--- config.mk ---
export PLATFORM = sky130hd
export DESIGN_NAME = masked_dp_ram
export DESIGN_NICKNAME = d
export VERILOG_FILES = /design/src/rtl/masked_dp_ram.sv
export SDC_FILE = /design/constraint.sdc
export NUM_CORES = 1
export LEC_CHECK = 0
export CORE_ASPECT_RATIO = 0.8
export CORE_MARGIN = 4
export CORE_UTILIZATION = 45
export DETAILED_ROUTE_END_ITERATION = 16
export GPL_TIMING_DRIVEN = 0
export HOLD_SLACK_MARGIN = 0.05
export MAX_ROUTING_LAYER = met4
export PLACE_DENSITY = 0.68
export RECOVER_POWER = 100
export SETUP_SLACK_MARGIN = 0.02
export SYNTH_ARGS = -nofsm -noshare
export SYNTH_HDL_FRONTEND = slang
export SYNTH_SLANG_ARGS = --single-unit
--- constraint.sdc ---
create_clock -name clk -period 4.7 [get_ports clk]
set_clock_uncertainty 0.2 [all_clocks]
set_input_delay 0.47 -clock clk [delete_from_list [all_inputs] [get_ports clk]]
set_output_delay 0.47 -clock clk [all_outputs]
set_load 0.05 [all_outputs]
--- src/rtl/masked_dp_ram.sv ---
// masked_dp_ram: simple-dual-port RAM with a per-bit write mask, a two-stage registered
// read pipeline and a hardware clear sequencer that runs after every reset.
//
// Ports:
//   clk    - clock, rising-edge active
//   rst    - asynchronous active-high reset; restarts the clear sequence
//   we     - write request (ignored while busy)
//   waddr  - write address
//   wmask  - per-bit write enable, bit i = 1 writes din[i]
//   din    - write data
//   re     - read request (ignored while busy)
//   raddr  - read address
//   dout   - read data, held until the next valid read
//   rvalid - one-cycle pulse: dout was updated by this cycle's edge
//   busy   - clear sequence in progress
module masked_dp_ram #(
   parameter int unsigned          DATA_W    = 8,
   parameter int unsigned          ADDR_W    = 4,
   parameter logic [DATA_W-1:0]    CLEAR_VAL = '0
) (
   input  logic              clk,
   input  logic              rst,
   input  logic              we,
   input  logic [ADDR_W-1:0] waddr,
   input  logic [DATA_W-1:0] wmask,
   input  logic [DATA_W-1:0] din,
   input  logic              re,
   input  logic [ADDR_W-1:0] raddr,
   output logic [DATA_W-1:0] dout,
   output logic              rvalid,
   output logic              busy
);

   localparam int unsigned DEPTH = 2 ** ADDR_W;

   localparam logic ST_CLEAR = 1'b0;
   localparam logic ST_RUN   = 1'b1;

   logic [DATA_W-1:0] mem [DEPTH];

   logic              state_q, state_d;
   logic [ADDR_W-1:0] ptr_q, ptr_d;
   logic              s1_valid_q, s1_valid_d;
   logic [DATA_W-1:0] s1_data_q, s1_data_d;
   logic [DATA_W-1:0] dout_q, dout_d;
   logic              rvalid_q, rvalid_d;

   logic              run;
   logic [DATA_W-1:0] wr_merged;

   assign run       = (state_q == ST_RUN);
   assign wr_merged = (mem[waddr] & ~wmask) | (din & wmask);

   // Clear sequencer: one word per edge, hand over to RUN on the edge that writes the last word.
   always_comb begin
      state_d = state_q;
      ptr_d   = ptr_q;
      if (!run) begin
         ptr_d = ptr_q + ADDR_W'(1);
         if (ptr_q == ADDR_W'(DEPTH - 1)) begin
            state_d = ST_RUN;
         end
      end
   end

   // Read pipeline. Same-address read-during-write sees the merged word (write-first).
   always_comb begin
      s1_valid_d = run && re;
      s1_data_d  = s1_data_q;
      if (run && re) begin
         if (we && (waddr == raddr)) begin
            s1_data_d = wr_merged;
         end else begin
            s1_data_d = mem[raddr];
         end
      end
      rvalid_d = s1_valid_q;
      dout_d   = s1_valid_q ? s1_data_q : dout_q;
   end

   always_ff @(posedge clk or posedge rst) begin
      if (rst) begin
         state_q    <= ST_CLEAR;
         ptr_q      <= '0;
         s1_valid_q <= 1'b0;
         s1_data_q  <= '0;
         dout_q     <= '0;
         rvalid_q   <= 1'b0;
      end else begin
         state_q    <= state_d;
         ptr_q      <= ptr_d;
         s1_valid_q <= s1_valid_d;
         s1_data_q  <= s1_data_d;
         dout_q     <= dout_d;
         rvalid_q   <= rvalid_d;
      end
   end

   // Array has no reset; the clear sequencer owns it until RUN.
   always_ff @(posedge clk) begin
      if (!run) begin
         mem[ptr_q] <= CLEAR_VAL;
      end else if (we) begin
         mem[waddr] <= wr_merged;
      end
   end

   assign dout   = dout_q;
   assign rvalid = rvalid_q;
   assign busy   = !run;

endmodule

Word level (Yosys, flattened, before mapping)
Memory sizes are Yosys's and may differ from the RTL's. A register that Yosys moved wholly into a read port is not among the register bits.
Index checks and enable logic that the tools add are counted.
Word-level totals
  register bits after elaboration: 15
  bits in writable memories: 128
  input port bits: 28
  output and inout bits: 10
  memories: 1
Operators by class
  add/sub/neg operators: 1
  equality and inequality tests: 1
  multiplexer cells: 9
  bitwise logic cells: 4
  reductions and logical operators: 3
Memories
  mem: depth 16, bits a word 8, read ports 2, clocked after Yosys merged registers in 1, wr ports 1, RTL line 39  | logic [DATA_W-1:0] mem [DEPTH];
Operator list (count)
  8-bit bitwise AND: 2
  8-bit 2-to-1 mux: 1
  8-bit NOT: 1
  8-bit bitwise OR: 1
  8-bit OR reduction: 1
  1-bit 2-to-1 mux: 7
  4-bit by 1-bit adder with 4-bit output, second input constant: 1
  4-bit == test, second input constant: 1
  4-bit 2-to-1 mux: 1
  1-bit logical AND: 1
  1-bit zero test: 1

Logic depth before layout (Yosys ltp)
  depth in word-level cells: 5
  depth in mapped cells: 9
  gate-level depth less buffers: 5

Worst setup path after synthesis
No wires, ideal clock.
  path kind: input-to-reg
  start point: input port waddr[1]
  end point: memory mem[0][0], data pin
  library setup time: 0.340 ns
  arrival: 2.216 ns
  required time: 4.160 ns
  slack: 1.944 ns
  stages: 8
  buffers on the path: 4
  cells stage by stage: buf_2 buf_6 buf_4 buf_4 mux2i_1 a22oi_1 nand2_1 o21ai_0
Between the ends
  longest elaborated chain between the ends: 4
Ends and longest elaborated chain
  start, declared: RTL line 24  | input logic [ADDR_W-1:0] waddr,
  memory 16 x 8 bit
  8-bit bitwise AND: RTL line 52  | assign wr_merged = (mem[waddr] & ~wmask) | (din & wmask);
  8-bit bitwise OR: RTL line 52
  8-bit 2-to-1 mux (no line)
  end, declared: RTL line 39
Every way passes these cells.

Final worst setup path
  start point: input port waddr[2]
  end point: memory mem[10][0], data pin
The elaborated chain is that of the path after synthesis.

==> results.sh <==
export IMPL_outcome="finished clean"
export IMPL_netlist_area_um2=7300
export IMPL_internal_power_mw=2.52
export IMPL_p_switching_mw=0.736
export IMPL_area_delta_synth_final_pct=16.0
export IMPL_cts_hold_buf=0
export IMPL_ys_types=45
export IMPL_synth_top_area_cell="edfxtp_1"
export IMPL_fp_dieArea_um2=18300
export IMPL_p_seq_share_pct=46.7
export IMPL_grt_pass1_vias=4321
export IMPL_clkLatencyLatePin_ps=420
export IMPL_r2r_start="run"
export IMPL_syn_avg_cell_area_um2=17.3
export IMPL_maxSlewHeadroom_pct=19.6
export IMPL_critPathLaunchType="input pin"
export IMPL_power_density_nw_per_um2=385
export IMPL_antenna_found_initial=0
export IMPL_htree_levels=4
export IMPL_drv_slew=0
export IMPL_ios=38
export IMPL_yosysWarnings=0
export IMPL_worst_pin_slew_ps=1200
export IMPL_yosys_top_cells_area="edfxtp_1, mux4_2, dfrtp_1"
export IMPL_timing_hold_worst_class="register to register"
export IMPL_routed_via_count=4443
export IMPL_cts_buffer_depth=2
export IMPL_numCtsBuffers=17
export IMPL_cts_sinks=151
export IMPL_cp_data_arrival_time_ps=3660
export IMPL_vdd_ir_drop_max_uv=259
export IMPL_fillers=1237
export IMPL_routed_wl_um=18600
export IMPL_numPortBuffers=31
export IMPL_leakage_nw=3.01
export IMPL_nNetsFinal=503
export IMPL_grt_pass1_wl_um=28000
export IMPL_core_um2=15900
export IMPL_syn_inst=423
export IMPL_drive_above_1_share_pct=17.9
export IMPL_clkPwrFrac_pct=42.3
export IMPL_cp_max_fo=10
export IMPL_final_min_clock_period_ps=3680
export IMPL_hold_depth=0
export IMPL_grt_max_degree=24
export IMPL_antenna_left=0
export IMPL_setup_tns_ps=0
export IMPL_grt_usage_pct=22.1
export IMPL_rows=41
export IMPL_endpoint_kind="register"
export IMPL_cts_root_buf="clkbuf_16"
export IMPL_fp_dieW_um=150
export IMPL_placed_cell_area_um2=7890
export IMPL_ys_ff_latch=151
export IMPL_layout_worst_path_cycle_share_pct=78.2
export IMPL_worst_slack_ps=1020
export IMPL_firstDrtPassIters=5
export IMPL_synth_top_area_share_pct=52.6
export IMPL_r2r_setup_slack_ps=1410
export IMPL_synth_seq_area_share_pct=60.5
export IMPL_drc_errors=0
export IMPL_dpl_hpwl_um=12900
export IMPL_via_per_inst=6.35
export IMPL_cp_required_ps=4690
export IMPL_max_cap_viol_count=0
export IMPL_drtIter0Drc=544
export IMPL_finalHoldViolCount=0
export IMPL_wire_per_inst_um=26.6
export IMPL_cts_tree="yes"
export IMPL_sw_frac_of_total_pct=22.6
export IMPL_postLayoutCellArea_um2=8470
export IMPL_rr_worst_depth=5
export IMPL_die_h_um=122
export IMPL_pre_cts_ws_ps=864
export IMPL_setup_viol=0
export IMPL_n_antenna_cell=0
export IMPL_globalplace_congestion=0.941
export IMPL_cts_resized=0
export IMPL_rsz0062_at_grt="false"
export IMPL_worstReg2RegEnd="mem[6][5]"
export IMPL_gr_total_overflow=0
export IMPL_fmax_ghz=0.272
export IMPL_initial_core_util_pct=46.1
export IMPL_crit_path_start="waddr[2]"
export IMPL_synth_nets=452
export IMPL_combPwrFrac_pct=10.9
export IMPL_clkTransAtPathRegs_ps=60
export IMPL_postCtsSetupBuffers=0
export IMPL_crit_type="input pin to register"
export IMPL_hold_end="rvalid"
export IMPL_min_from="rvalid_d"
-- per-layer routing --
layer  up-vias  global-route usage [%]  wire, um
li1       1880                       -         -
met4         0                    6.91       399
met3        38                    7.14      1780
met5         -                       -         0
met1      2278                    30.8      8020
met2       247                    31.3      8410
-- area by class of cell --
cell class / count / area (um^2) / area share (%)
Sequential cell: 151 / 4420 / 52.1
Multi-Input combinational cell: 234 / 2660 / 31.4
Clock buffer: 19 / 433 / 5.11
Timing Repair Buffer: 32 / 314 / 3.71
Tap cell: 215 / 269 / 3.17
Buffer: 28 / 181 / 2.14
Clock inverter: 11 / 156 / 1.85
Inverter: 10 / 37.5 / 0.443
-- cells in the final DEF (no fill, tap or decap), types with 5 or more instances in the layout --
cell	count
mux4_1	19
nor3_1	5
a22oi_1	8
nand3_1	15
nand2_1	11
clkbuf_1	18
clkinv_1	5
nor2_1	30
inv_1	8
a221o_1	8
edfxtp_1	128
clkdlybuf4s50_1	19
mux2_2	9
mux2i_1	32
dfrtp_1	23
clkbuf_16	17
a211oi_1	7
o211a_1	8
mux4_2	39
dlygate4sd3_1	12
-- power by group through the flow --
stage               logic, mW  clock network (mW)  registers, mW
floorplan               0.192                   0           1.59
global placement        0.354                   0           1.55
detailed placement      0.360                   0           1.55
CTS                     0.361                1.40           1.52
global route            0.379                1.46           1.53
finish                  0.356                1.38           1.52
-- critical path, stage by stage --
cell and delay [ps]:
clkbuf_1 350, clkbuf_1 650, clkbuf_1 580, mux4_2 340
nor2_1 40, o21ai_0 810, clkbuf_1 400
-- synthesized netlist by cell type, drive strengths merged --
cell type,instances
nor2b,4
clkinv,1
xor2,4
mux4,58
a32oi,2
nor4,4
a41oi,1
o32a,2
mux2i,32
a222oi,1
a311oi,1
ha,1
nor3b,2
nor3,6
a211oi,7
dfrtp,23
and2,2
a21oi,1
mux2,9
buf,15
xnor2,3
a311o,4
nand3b,1
nand2,11
a22oi,8
a31oi,3
o21ai,2
a2bb2oi,1
nand2b,1
nand3,15
o211ai,2
edfxtp,128
inv,9
clkbuf,13
a221o,8
o211a,8
nor2,30
-- cell families (layout without fill, tap and decap cells) --
group,Yosys count,in the layout,synth area share [%]
buffers and inverters,38,100,3.03
xor gates and xnor gates,7,7,0.839
muxes,99,99,24.6
adders and majority gates,1,1,0.171
AOI/OAI and AO/OA,51,51,5.96
and+or+nand+nor,76,76,4.86
DFF,151,151,60.5
-- through the flow --
stage | cells | hold slack (ps) | utilization [%] | power, mW
final | 700 | 186 | 53.5 | 3.26
after global placement | 669 | 158 | 49.7 | 1.90
after CTS | 700 | 185 | 53.5 | 3.28
after floorplan | 423 | 152 | - | 1.78
after global routing | 700 | 199 | 53.5 | 3.36
after detailed placement | 670 | 172 | 49.8 | 1.91
-- how the worst max path moves through the flow --
stage	to	cells after the start
final	mem[10][0]	7
after global routing	mem[10][0]	7
after CTS	mem[5][5]	6
after detailed placement	mem[6][5]	6
after floorplan	mem[0][0]	8
after global placement	mem[7][5]	6
-- registers in the layout, summed over array words and instances, names as in the netlist --
register,cells
mem,128
dout,8
s1_data_q,8
ptr_q,4
run,1
rvalid,1
rvalid_d,1
(Power assumes the default switching activity.)
